File: config.mk
export PLATFORM = sky130hd
export DESIGN_NAME = dm_store_ctrl
export DESIGN_NICKNAME = d
export VERILOG_FILES = /design/src/rtl/dm_pkg.sv /design/src/rtl/dm_store_merge.sv /design/src/rtl/dm_store_ctrl.sv
export SDC_FILE = /design/constraint.sdc
export NUM_CORES = 1
export LEC_CHECK = 0
export BUFFER_PORTS_ARGS = -buffer_cell sky130_fd_sc_hd__buf_2
export CORE_ASPECT_RATIO = 2
export CORE_MARGIN = 2
export CORE_UTILIZATION = 50
export CTS_BUF_LIST = sky130_fd_sc_hd__clkbuf_16
export DETAILED_ROUTE_END_ITERATION = 8
export GPL_TIMING_DRIVEN = 0
export HOLD_SLACK_MARGIN = 0.12
export PLACE_DENSITY = 0.71
export SLEW_MARGIN = 5
export SYNTH_ARGS = -nofsm -noshare
export SYNTH_HDL_FRONTEND = slang
export SYNTH_SLANG_ARGS = --single-unit
File: constraint.sdc
create_clock -name clk -period 4 [get_ports clk]
set_clock_uncertainty 0.2 [all_clocks]
set_input_delay 0.6 -clock clk [delete_from_list [all_inputs] [get_ports clk]]
set_output_delay 0.6 -clock clk [all_outputs]
set_load 0.01 [all_outputs]
File: src/rtl/dm_pkg.sv
// Shared definitions for the data-memory load/store path.
//   - DMop[1:0] size encodings, shared with the load extender.
//   - State encoding of the store controller.
//   - Helpers: byte-lane mask, store legality check, store-value replication.
package dm_pkg;

  localparam logic [1:0] DM_BYTE = 2'b00;
  localparam logic [1:0] DM_HALF = 2'b01;
  localparam logic [1:0] DM_WORD = 2'b11;

  typedef enum logic [2:0] {
    ST_IDLE,
    ST_READ,
    ST_MERGE,
    ST_WRITE,
    ST_DONE
  } dm_state_e;

  // Byte lanes touched by a store of size op at byte offset lane.
  function automatic logic [3:0] lane_mask(input logic [1:0] op, input logic [1:0] lane);
    case (op)
      DM_BYTE: lane_mask = 4'b0001 << lane;
      DM_HALF: lane_mask = lane[1] ? 4'b1100 : 4'b0011;
      DM_WORD: lane_mask = 4'b1111;
      default: lane_mask = 4'b0000;
    endcase
  endfunction

  // Illegal size code, or an access not aligned to its own size.
  function automatic logic store_illegal(input logic [1:0] op, input logic [1:0] lane);
    store_illegal = (op == 2'b10)
                  || ((op == DM_HALF) && lane[0])
                  || ((op == DM_WORD) && (lane != 2'b00));
  endfunction

  // Store value copied into every lane it could land in.
  function automatic logic [31:0] repl_word(input logic [1:0] op, input logic [31:0] data);
    case (op)
      DM_BYTE: repl_word = {4{data[7:0]}};
      DM_HALF: repl_word = {2{data[15:0]}};
      default: repl_word = data;
    endcase
  endfunction

endpackage

File: src/rtl/dm_store_merge.sv
// Combinational lane merge for sub-word stores.
//   old_word  : word currently in memory
//   data      : store data, byte/half in the LSBs
//   op, lane  : store size and byte offset
//   new_word  : old_word with the addressed lanes replaced by the store value
//   rep_word  : store value replicated into all lanes
//   be        : byte-lane mask of the store
import dm_pkg::*;

module dm_store_merge (
  input  logic [31:0] old_word,
  input  logic [31:0] data,
  input  logic [1:0]  op,
  input  logic [1:0]  lane,
  output logic [31:0] new_word,
  output logic [31:0] rep_word,
  output logic [3:0]  be
);

  logic [31:0] bit_mask;

  assign be       = lane_mask(op, lane);
  assign rep_word = repl_word(op, data);
  assign bit_mask = {{8{be[3]}}, {8{be[2]}}, {8{be[1]}}, {8{be[0]}}};
  // Replication puts the store value in every lane, so masking selects it.
  assign new_word = (old_word & ~bit_mask) | (rep_word & bit_mask);

endmodule

File: src/rtl/dm_store_ctrl.sv
// Store controller for sb/sh/sw into a word-wide data memory.
// Without byte enables, sub-word stores run read -> merge -> write.
// Build option: define DM_STORE_BYTE_ENABLE_EN when the memory honours
// mem_be; sub-word stores then go straight to WRITE with a lane mask.
//   clk, rst      : clock, synchronous active-high reset
//   req           : start a store (accepted only in IDLE)
//   addr, wdata   : byte address and store data
//   DMop          : [1:0] size (00 byte, 01 half, 11 word), [2] unused
//   busy/done/err : status; err qualifies the done pulse
//   mem_*         : data-memory port (aligned address, strobes, data, lanes)
import dm_pkg::*;

module dm_store_ctrl #(
  parameter int ADDR_W = 32,
  parameter int RD_LAT = 1
) (
  input  logic              clk,
  input  logic              rst,
  input  logic              req,
  input  logic [ADDR_W-1:0] addr,
  input  logic [31:0]       wdata,
  input  logic [2:0]        DMop,
  output logic              busy,
  output logic              done,
  output logic              err,
  output logic [ADDR_W-1:0] mem_addr,
  output logic              mem_rd,
  input  logic [31:0]       mem_rdata,
  output logic              mem_wr,
  output logic [31:0]       mem_wdata,
  output logic [3:0]        mem_be
);

  localparam int CNT_W = $clog2(RD_LAT + 1);
  localparam logic [CNT_W-1:0] CNT_LAST = CNT_W'(RD_LAT);

  dm_state_e         state_q, state_d;
  logic [ADDR_W-1:0] addr_q, addr_d;
  logic [31:0]       wdata_q, wdata_d;
  logic [1:0]        op_q, op_d;
  logic              err_q, err_d;
  logic [31:0]       wbuf_q, wbuf_d;
  logic [3:0]        be_q, be_d;
  logic [CNT_W-1:0]  cnt_q, cnt_d;

  logic              busy_q, busy_d;
  logic              done_q, done_d;
  logic              err_o_q, err_o_d;
  logic              mem_rd_q, mem_rd_d;
  logic              mem_wr_q, mem_wr_d;
  logic [ADDR_W-1:0] mem_addr_q, mem_addr_d;
  logic [31:0]       mem_wdata_q, mem_wdata_d;
  logic [3:0]        mem_be_q, mem_be_d;

  logic        in_idle;
  logic [31:0] m_data;
  logic [1:0]  m_op, m_lane;
  logic [31:0] mrg_new, mrg_rep;
  logic [3:0]  mrg_be;
  logic        unused_op_hi;

  assign unused_op_hi = DMop[2];

  // In IDLE the merge sees the incoming request (byte-enable path writes on
  // the next cycle); afterwards it sees the latched request.
  assign in_idle = (state_q == ST_IDLE);
  assign m_data  = in_idle ? wdata     : wdata_q;
  assign m_op    = in_idle ? DMop[1:0] : op_q;
  assign m_lane  = in_idle ? addr[1:0] : addr_q[1:0];

  dm_store_merge u_merge (
    .old_word (mem_rdata),
    .data     (m_data),
    .op       (m_op),
    .lane     (m_lane),
    .new_word (mrg_new),
    .rep_word (mrg_rep),
    .be       (mrg_be)
  );

`ifndef DM_STORE_BYTE_ENABLE_EN
  logic [35:0] unused_mrg;
  assign unused_mrg = {mrg_rep, mrg_be};
`endif

  // NOTE: every signal gets a default at the top so no path leaves one
  // unassigned, which would infer a latch.
  always_comb begin
    state_d = state_q;
    addr_d  = addr_q;
    wdata_d = wdata_q;
    op_d    = op_q;
    err_d   = err_q;
    wbuf_d  = wbuf_q;
    be_d    = be_q;
    cnt_d   = cnt_q;

    case (state_q)
      ST_IDLE: begin
        if (req) begin
          addr_d  = addr;
          wdata_d = wdata;
          op_d    = DMop[1:0];
          if (store_illegal(DMop[1:0], addr[1:0])) begin
            err_d   = 1'b1;
            state_d = ST_DONE;
          end else if (DMop[1:0] == DM_WORD) begin
            wbuf_d  = wdata;
            be_d    = 4'b1111;
            state_d = ST_WRITE;
          end else begin
`ifdef DM_STORE_BYTE_ENABLE_EN
            wbuf_d  = mrg_rep;
            be_d    = mrg_be;
            state_d = ST_WRITE;
`else
            state_d = ST_READ;
`endif
          end
        end
      end
      ST_READ: begin
        cnt_d   = CNT_W'(1);
        state_d = ST_MERGE;
      end
      ST_MERGE: begin
        // Read data is valid in the RD_LAT-th cycle after the read strobe.
        if (cnt_q == CNT_LAST) begin
          wbuf_d  = mrg_new;
          state_d = ST_WRITE;
        end else begin
          cnt_d = cnt_q + CNT_W'(1);
        end
      end
      ST_WRITE: state_d = ST_DONE;
      ST_DONE: begin
        err_d   = 1'b0;
        state_d = ST_IDLE;
      end
      default: state_d = ST_IDLE;
    endcase

    // Outputs are registered from the next state, so they line up with it.
    busy_d      = (state_d != ST_IDLE);
    done_d      = (state_d == ST_DONE);
    err_o_d     = (state_d == ST_DONE) && err_d;
    mem_rd_d    = (state_d == ST_READ);
    mem_wr_d    = (state_d == ST_WRITE);
    mem_addr_d  = '0;
    if ((state_d == ST_READ) || (state_d == ST_MERGE) || (state_d == ST_WRITE))
      mem_addr_d = {addr_d[ADDR_W-1:2], 2'b00};
    mem_wdata_d = (state_d == ST_WRITE) ? wbuf_d : 32'h0;
    mem_be_d    = (state_d == ST_WRITE) ? be_d : 4'b1111;
  end

  // NOTE: non-blocking assignments so every flop samples pre-edge values.
  always_ff @(posedge clk) begin
    if (rst) begin
      state_q     <= ST_IDLE;
      addr_q      <= '0;
      wdata_q     <= '0;
      op_q        <= '0;
      err_q       <= 1'b0;
      wbuf_q      <= '0;
      be_q        <= 4'b1111;
      cnt_q       <= '0;
      busy_q      <= 1'b0;
      done_q      <= 1'b0;
      err_o_q     <= 1'b0;
      mem_rd_q    <= 1'b0;
      mem_wr_q    <= 1'b0;
      mem_addr_q  <= '0;
      mem_wdata_q <= '0;
      mem_be_q    <= 4'b1111;
    end else begin
      state_q     <= state_d;
      addr_q      <= addr_d;
      wdata_q     <= wdata_d;
      op_q        <= op_d;
      err_q       <= err_d;
      wbuf_q      <= wbuf_d;
      be_q        <= be_d;
      cnt_q       <= cnt_d;
      busy_q      <= busy_d;
      done_q      <= done_d;
      err_o_q     <= err_o_d;
      mem_rd_q    <= mem_rd_d;
      mem_wr_q    <= mem_wr_d;
      mem_addr_q  <= mem_addr_d;
      mem_wdata_q <= mem_wdata_d;
      mem_be_q    <= mem_be_d;
    end
  end

  assign busy      = busy_q;
  assign done      = done_q;
  assign err       = err_o_q;
  assign mem_rd    = mem_rd_q;
  assign mem_wr    = mem_wr_q;
  assign mem_addr  = mem_addr_q;
  assign mem_wdata = mem_wdata_q;
  assign mem_be    = mem_be_q;

endmodule

==> qor.txt, run 1 <==
Largest area contributor in the netlist: dfxtp_1
Wire length of the first global-routing pass: 40.71 mm
Gr usage total: 31.31%
Antenna Cells: 0
Final Cycle Share: 76.35%
Main synth FF type: dfxtp_1
Fin nets: 1,201
Number of setup violations in the final report: 0
Fin Hold WS: 0.2114 ns
Die Area: 17,050 um^2
Post-DP HPWL: 20.07 mm
Clk_lat worst skew: 0.43 ns
CP peak stage delay: 0.67 ns
Fmax: 327.4 MHz
Final WL: 26.33 mm
WL met2: 13.59 mm
Psw: 1.430 mW
Pleak: 4.120 nW
Startpoint types: input port
Mapped Area: 7981 um^2
DRC violation count after routing: 0
Worst min path class: input port to flip-flop
Avg Vias per Cell: 5.900
Core Area: 15,700 um^2
Synth warn: 0
Final min period: 3.054 ns
Top cells by area, synth: dfxtp_1 (45%), nand2_1 (4.8%), nor2_1 (4.8%)
Yosys cell types: 60
Slew Viols, Final: 0
Die width: 93.34 um
Cell mode on critical path: buf_2
Sequential group share of total power: 42.4%
Crit path kind: input port to flip-flop
H-tree depth: 4
CTS root buffer: clkbuf_16
TNS Setup: 0 ns
Crit path DAT: 3.15 ns
CTS hold repair buffers: 0
Postcts setup bufs: 0
Post-synth EDFFs: 0
Slew @ Worst Pin: 1.328 ns
Area growth, synth to finish: 21.27%
DR vias: 7,747
Highest metal used: met5
Gpl congestion: 1.018
CP endpoint kind: flip-flop
Share of the synthesized area in the top cell type: 44.65%
Worst path bufs/invs: 3
Power density cells: 482.9 nW/um^2
Final hold violations: 0
FFs w/ async S/R, synth: 0%
RSZ-0062 raised after global routing: no
Combinational share of power: 20.9%
Clock sink count: 178
Avg Cell Area, Syn: 8.761 um^2
Seq cells post-synth: 178
Met3 wire length: 1.487 mm
Status: finished, final reports clean
Flop2flop setup slack: 1.11 ns
Largest net degree at the start of global routing: 17
Final Power: 4.675 mW
Sw Share: 30.59%
Max cap viols: 0
Max transition margin: 11.29%
Initial Util: 50.85%
Cell Chain, Critical Path: buf_2, buf_2, nand4bb_1, nor2_1, nand2_1, clkbuf_1, o22ai_1, nor3_1
Port bufs: 168
Number of routed nets with antenna violations: 0
CTS buffer count: 17
Cell count after synthesis: 911
Vias in the first global route: 7,656
Crit path max-delay family: simple AND/OR/NAND/NOR gates
Pint: 3.245 mW
Clock transition at path regs: 0.07 ns
WP data required: 4.09 ns
Routed length on met1: 9.155 mm
CTS tree: yes
Max Buffers Root-to-Sink: 2
DR pass1 iterations: 5
Layout cells sized above 1: 28.24%
Die height: 182.7 um
Initial drt markers: 542
Post-CTS sizing: 0
Peak VDD IR: 0.3877 mV
Post-DR wirelength/cell: 20.05 um
Site Rows: 65
GRT Residual Overflow: 0
Clock network fraction of design power: 36.7%
Ports: 175
Crit Path Max Fanout: 10
Initial antenna violation count: 1
Critical-path top delay cell: nor2_1
Register area share after synthesis: 44.65%
state kept, by name, indices dropped and copies added, names as in the netlist, 2 cells and up:
| register | cells |
|---|---|
| wdata_q | 32 |
| state_q | 3 |
| mem_addr | 30 |
| wbuf_q | 32 |
| be_q | 4 |
| mem_be | 4 |
| op_q | 2 |
| addr_q | 32 |
| mem_wdata | 32 |
final timing paths:
path              depth (start not counted)        from           end
setup / recovery                          8     DMop[1]    wbuf_q[19]
hold / removal                            3   wdata[26]   wdata_q[26]
setup reg to reg                          7  state_q[1]  mem_wdata[5]
hold reg to reg                           1     be_q[2]     mem_be[2]
Yosys cell counts (all sizes together) (2+ instances only):
| library cell | count |
|---|---|
| dfxtp | 178 |
| nand2 | 105 |
| nor2 | 104 |
| a21oi | 62 |
| nor3 | 58 |
| buf | 44 |
| nand3 | 40 |
| o21ai | 35 |
| clkbuf | 34 |
| mux2i | 30 |
| mux2 | 25 |
| o22ai | 25 |
| a221oi | 17 |
| or3 | 17 |
| nand2b | 13 |
| inv | 12 |
| and3 | 10 |
| a211oi | 9 |
| a31oi | 9 |
| a2111oi | 8 |
| a211o | 8 |
| a221o | 8 |
| a41o | 8 |
| o2111ai | 8 |
| o311ai | 8 |
| or4 | 8 |
| nor2b | 4 |
| nor3b | 4 |
| a21boi | 3 |
| o221a | 2 |
per-stage QoR:
stage | utilization, % | area (um^2) | worst slack, ns | cells
finish | 61.67 | 9679 | 0.9459 | 1313
global route | 61.67 | 9679 | 0.8253 | 1313
CTS | 61.67 | 9679 | 1.044 | 1313
detailed placement | 57.83 | 9077 | 0.5864 | 1281
global placement | 57.83 | 9077 | 0.6127 | 1281
floorplan | - | 7985 | 1.568 | 912
worst reg2reg max path: cells and delay by family (launching register included):
family	cells	cell delay, ns
simple gates	3	1.10
flops	1	0.31
compound gates	2	0.58
buf+inv	2	0.57
layer usage:
metal	vias up	GRT usage, %
met2	365	55.11
li1	3673	-
met3	114	5.161
met4	2	24.29
met5	-	0
met1	3593	32.01
power groups by stage:
stage	clock network [mW]	registers (mW)	logic, mW
6_report	1.72	1.98	0.976
5_1_grt	1.81	1.99	1.06
4_1_cts	1.74	1.98	0.966
3_5_place_dp	0	2.02	0.962
3_3_place_gp	0	2.01	0.948
2_1_floorplan	0	2.01	0.644
layout by cell type, fill, tap and decap left out, drive strengths merged, types with 3 or more instances in the layout:
cell type / count
nor3b: 4
and3: 10
a221oi: 17
mux2: 25
nand2b: 13
a21boi: 3
o21ai: 35
a211oi: 9
a21oi: 62
nor3: 58
nor2b: 4
a31oi: 9
o22ai: 25
a41o: 8
nand3: 40
inv: 17
a2111oi: 8
or3: 17
nor2: 104
o311ai: 8
a211o: 8
clkinv: 6
clkbuf: 51
or4: 8
bufinv: 3
dfxtp: 178
nand2: 105
mux2i: 30
buf: 212
a221o: 8
o2111ai: 8
logic make-up (layout without fill, tap and decap cells):
| family | after synthesis | after routing | synth area share [%] |
|---|---|---|---|
| mux | 55 | 55 | 7.290 |
| xor+xnor | 1 | 1 | 0.1098 |
| buf+inv | 91 | 291 | 5.204 |
| compound gates | 217 | 217 | 19.89 |
| flops | 178 | 178 | 44.65 |
| simple gates | 368 | 368 | 22.81 |
| other cells | 1 | 2 | 0.04698 |
area by class of cell:
type                    count  area, um^2
clock buffers              17       425.4
plain buffers              78       366.6
clock inverters            15       176.4
multi-input cells         643        4006
inverters                  13       48.80
flip-flops and latches    178        3563
repair buffers            168       840.8
fillers                  1443        6017
well taps                 201       251.5
Note: power is estimated with default switching activity, not from simulation.
==> run 2: changes to the inputs <==
==> constraint.sdc (replaced) <==
create_clock -name clk -period 2.9 [get_ports clk]
set_clock_uncertainty 0.2 [all_clocks]
set_input_delay 0.435 -clock clk [delete_from_list [all_inputs] [get_ports clk]]
set_output_delay 0.435 -clock clk [all_outputs]
set_load 0.01 [all_outputs]
==> run 2 against run 1 <==
Worst hold slack got worse by 0.076 ns. Non-clock buffer count is 59 higher. Largest cell class unchanged. Via count rose by 2.8%. Cell count grew 4.5%.
==> qor.txt, run 2 (synthesis gave the netlist of run 1 again) <==
Port bufs: 168
Die width: 93.34 um
Largest net degree at the start of global routing: 17
Initial drt markers: 607
Final Cycle Share: 95.50%
Layout cells sized above 1: 27.16%
DRC violation count after routing: 0
Initial Util: 50.85%
Startpoint types: flip-flop
Clk_lat worst skew: 0.43 ns
Crit path kind: flip-flop to flip-flop
Reg area: 3563 um^2
Core Area: 15,700 um^2
Number of setup violations in the final report: 0
Area growth, synth to finish: 28.83%
Post-DR wirelength/cell: 19.70 um
Max cap viols: 0
Final Power: 6.518 mW
Setup slack at placement: -0.3486 ns
Wire length of the first global-routing pass: 41.87 mm
Pleak: 4.370 nW
WP data required: 3.05 ns
Final hold violations: 0
DR pass1 iterations: 5
Vias in the first global route: 7,901
Antenna Cells: 0
Crit Path Max Fanout: 10
Clock transition at path regs: 0.07 ns
Status: finished, final reports clean
Final min period: 2.770 ns
Max Buffers Root-to-Sink: 2
Max transition margin: 14.93%
Gpl congestion: 1.018
CP endpoint kind: flip-flop
Crit path DAT: 2.92 ns
Most frequent cells in the layout: buf_2 (196), dfxtp_1 (178), nand2_1 (103)
Initial antenna violation count: 0
PnR worst setup slack: 0.1305 ns
Site Rows: 65
Fin nets: 1,260
Post-DP HPWL: 20.07 mm
CTS root buffer: clkbuf_16
CTS tree: yes
Ports: 175
Die height: 182.7 um
Leading cell type in the layout, fill and taps excluded: buf_2
GRT Residual Overflow: 0
Worst min path class: input port to flip-flop
Avg Vias per Cell: 5.807
RSZ-0062 raised after global routing: no
CTS buffer count: 17
# fillers: 1,364
Final WL: 27.02 mm
DR vias: 7,967
Gr usage total: 32.23%
Clock sink count: 178
Fin Hold WS: 0.1358 ns
Fmax: 361.1 MHz
Postcts setup bufs: 0
Number of routed nets with antenna violations: 0
Slew @ Worst Pin: 1.273 ns
Area after DPL: 9077 um^2
Peak VDD IR: 0.5314 mV
Area of the multi-input gates: 4018 um^2
Power density cells: 633.9 nW/um^2
Slew Viols, Final: 0
Die Area: 17,050 um^2
H-tree depth: 4
TNS Setup: 0 ns
Final instance area: 10,280 um^2
run 2: metal layers:
layer | routed length, um | GRT usage (%)
met1 | 9311 | 32.84
met2 | 14170 | 57.21
met3 | 1504 | 5.078
met4 | 2038 | 24.59
met5 | 0 | 0
run 2: final cells by class:
| class | instances | area share (%) |
|---|---|---|
| Buffer | 78 | 3.578 |
| Clock buffer | 17 | 4.137 |
| Clock inverter | 15 | 1.716 |
| Inverter | 13 | 0.4746 |
| Multi-Input combinational cell | 643 | 39.07 |
| Sequential cell | 178 | 34.66 |
| Tap cell | 201 | 2.446 |
| Timing Repair Buffer | 227 | 13.92 |
run 2: final timing paths:
| path | slack (ns) | start | cells after the start | end |
|---|---|---|---|---|
| setup reg to reg | 0.13 | op_q[1] | 7 | wbuf_q[14] |
| hold / removal | 0.14 | wdata[5] | 3 | wdata_q[5] |
| hold reg to reg | 0.24 | be_q[2] | 1 | mem_be[2] |
| setup / recovery | 0.13 | op_q[1] | 7 | wbuf_q[14] |
run 2: metrics by stage:
stage	util (%)	cells
2_1_floorplan	-	912
6_report	65.51	1372
4_1_cts	65.43	1372
5_1_grt	65.51	1372
3_3_place_gp	57.83	1281
3_5_place_dp	57.83	1281
run 2: worst max-delay path, cell delays in order, from the launching register on:
cell       delay (ns)
dfxtp_1          0.33
buf_2            0.18
nor2b_1          0.08
buf_2            0.19
nor3b_1          1.02
a221o_1          0.42
a2111oi_2        0.08
nor3_1           0.18
run 2: timing repair:
action                                  CTS  global route
endpoints found under the setup margin    0            36
hold endpoints to repair                 89             0
gates resized for setup                   0             5
hold buffers                             59             0
run 2: power breakdown:
group | switching, mW | internal [mW] | leakage [nW]
registers | 0.100 | 2.63 | 1.45
logic | 0.884 | 0.534 | 2.62
clock network | 1.00 | 1.36 | 0.292
==> run 3: changes to the inputs <==
--- a/config.mk
+++ b/config.mk
@@ -5,11 +5,13 @@
 export SDC_FILE = /design/constraint.sdc
 export NUM_CORES = 1
 export LEC_CHECK = 0
+export ABC_AREA = 1
 export BUFFER_PORTS_ARGS = -buffer_cell sky130_fd_sc_hd__buf_2
 export CORE_ASPECT_RATIO = 2
 export CORE_MARGIN = 2
 export CORE_UTILIZATION = 50
 export CTS_BUF_LIST = sky130_fd_sc_hd__clkbuf_16
+export CTS_CLUSTER_SIZE = 40
 export DETAILED_ROUTE_END_ITERATION = 8
 export GPL_TIMING_DRIVEN = 0
 export HOLD_SLACK_MARGIN = 0.12
==> run 3 against run 2 <==
Worst hold slack got worse by 0.0066 ns. Combinational power grew 15%. Worst setup slack gained 0.24 ns. Clock power fell by 3%. Global-route usage down 2.5 points. Final area is 1.5% lower. Sequential power shrank 2%. Maximum frequency rose by 9.6%. Largest power group unchanged.
==> qor.txt, run 3 <==
Status: finished, final reports clean
# fillers: 1,467
Port bufs: 171
Avg Cell Area, Syn: 6.944 um^2
Post-CTS sizing: 0
CTS root buffer: clkbuf_16
Vias in the first global route: 8,313
Largest net degree at the start of global routing: 17
Initial antenna violation count: 0
Mapped Area: 7965 um^2
Sequential group share of total power: 40.5%
Fmax: 395.9 MHz
Pint: 4.458 mW
Final std cells w/o fill: 1,599
Final min period: 2.526 ns
Final hold violations: 0
CTS buffer count: 17
Area growth, synth to finish: 27.19%
Synth Area in Compound Gates: 13.65%
Post-synth EDFFs: 0
WP data required: 3.07 ns
Site Rows: 65
Initial Util: 50.75%
Die height: 182.5 um
Number of routed nets with antenna violations: 0
Seq cells post-synth: 178
Largest area contributor in the netlist: dfxtp_1
Leading cell type in the layout, fill and taps excluded: nand2_1
Post-DR wirelength/cell: 15.54 um
Final instance area: 10,130 um^2
Fin nets: 1,487
Simple-gate share of the synthesized area: 28.06%
H-tree depth: 4
Wire length of the first global-routing pass: 39.28 mm
Clock network fraction of design power: 34.7%
Placed insts: 1,520
Number of setup violations in the final report: 0
Max Buffers Root-to-Sink: 2
Postcts setup bufs: 0
Final Power: 6.604 mW
Startpoint types: input port
Layout cells sized above 1: 18.24%
Avg Vias per Cell: 5.079
Crit Path Max Fanout: 10
Initial drt markers: 422
Die width: 93.25 um
Most frequent cells in the layout: nand2_1 (276), nor2_1 (201), buf_2 (188)
Slew @ Worst Pin: 0.7153 ns
Gpl congestion: 0.9736
Psw: 2.146 mW
Final Cycle Share: 87.11%
CTS tree: yes
RSZ-0062 raised after global routing: no
Antenna Cells: 0
DR pass1 iterations: 5
Register area share after synthesis: 44.74%
Main synth FF type: dfxtp_1
Yosys cell types: 27
Power density cells: 651.9 nW/um^2
Post-Synth XOR/XNOR Area: 0%
Sw Share: 32.50%
Synth warn: 0
Max transition margin: 52.31%
DRC violation count after routing: 0
FFs w/ async S/R, synth: 0%
Peak VDD IR: 0.4719 mV
Clock transition at path regs: 0.07 ns
Combinational share of power: 24.8%
TNS Setup: 0 ns
Gr usage total: 29.75%
Flop2flop setup slack: 0.59 ns
Worst min path class: input port to flip-flop
Post-DP HPWL: 18.85 mm
Clock sink count: 178
Largest family of logic cells by synthesized area: simple AND/OR/NAND/NOR gates
CP endpoint kind: flip-flop
CTS hold repair buffers: 47
GRT Residual Overflow: 0
DR vias: 8,121
Fin Hold WS: 0.1292 ns
Cell with the most instances after synthesis: nand2_1
Area after DPL: 9076 um^2
Crit path DAT: 2.69 ns
Share of the synthesized area in the top cell type: 44.74%
Slew Viols, Final: 0
Core Area: 15,700 um^2
Synth Area in Adders: 0%
Crit path kind: input port to flip-flop
Mux cell area share after synthesis: 3.770%
Max cap viols: 0
Most frequent cells after synthesis: nand2_1 (276), nor2_1 (201), dfxtp_1 (178)
Final WL: 24.85 mm
Cell count after synthesis: 1,147
Top cells by area, synth: dfxtp_1 (45%), nand2_1 (13%), nor2_1 (9.5%)
Pleak: 4.924 nW
Ports: 175
Die Area: 17,020 um^2
Clk_lat worst skew: 0.43 ns
[run 3: cell count changes after synthesis, sizes merged, moves of 9 or more]
cell / previous run / this run
and3: 10 / 0
o21ai: 35 / 87
nand2: 105 / 287
mux2: 25 / 0
a31oi: 9 / 0
nor3: 58 / 0
or3: 17 / 0
inv: 12 / 111
nand2b: 13 / 0
o22ai: 25 / 1
nor2: 104 / 204
a221oi: 17 / 0
a21oi: 62 / 102
[run 3: cell type report]
cell class / count / area, um^2 / share of cell area [%]
multi-input cells: 787 / 3630 / 35.83
flip-flops and latches: 178 / 3563 / 35.17
repair buffers: 218 / 1326 / 13.09
clock buffers: 17 / 425.4 / 4.199
inverters: 112 / 420.4 / 4.150
plain buffers: 71 / 355.3 / 3.507
well taps: 201 / 251.5 / 2.482
clock inverters: 15 / 158.9 / 1.568
[run 3: metal layers]
metal / vias to the layer above / routed length, um / track usage [%]
met4: 0 / 1644 / 21.41
met5: - / 0 / 0
met3: 99 / 1352 / 5.863
met1: 3632 / 8729 / 28.59
li1: 4089 / - / -
met2: 301 / 13120 / 54.53
[run 3: cell families after synthesis]
family / count (synthesis)
AO/OA/AOI/OAI: 208
buffers and inverters: 183
flip-flops: 178
multiplexers: 30
other: 1
AND/OR/NAND/NOR: 547
[run 3: path summary, 6_finish.rpt]
path / from / endpoint / cells past startpoint
setup / recovery: addr[1] / wbuf_q[14] / 13
hold / removal: wdata[21] / wdata_q[21] / 3
setup reg to reg: state_q[1] / wbuf_q[16] / 11
hold reg to reg: be_q[2] / be_q[2] / 2
[run 3: worst max-delay path: stages]
cell,delay (ns)
dlygate4sd3_1,0.54
buf_2,0.13
inv_1,0.06
nand2_1,0.10
nor2_4,0.31
inv_2,0.08
buf_2,0.18
buf_1,0.26
a21oi_1,0.22
o21ai_0,0.09
nand2_1,0.12
nand2_1,0.08
nor2_1,0.08
[run 3: through the flow]
stage	worst slack, ns	util [%]
global route	0.2343	64.54
CTS	0.4362	64.54
detailed placement	0.5313	57.82
floorplan	1.038	-
finish	0.3738	64.54
global placement	0.5693	57.82
[run 3: power by group through the flow]
stage          Combinational [mW]  Clock (mW)  Sequential, mW
6_report                     1.64        2.29            2.67
4_1_cts                      1.61        2.31            2.67
5_1_grt                      1.83        2.40            2.69
3_5_place_dp                 1.56           0            2.73
3_3_place_gp                 1.54           0            2.72
2_1_floorplan                1.07           0            2.73
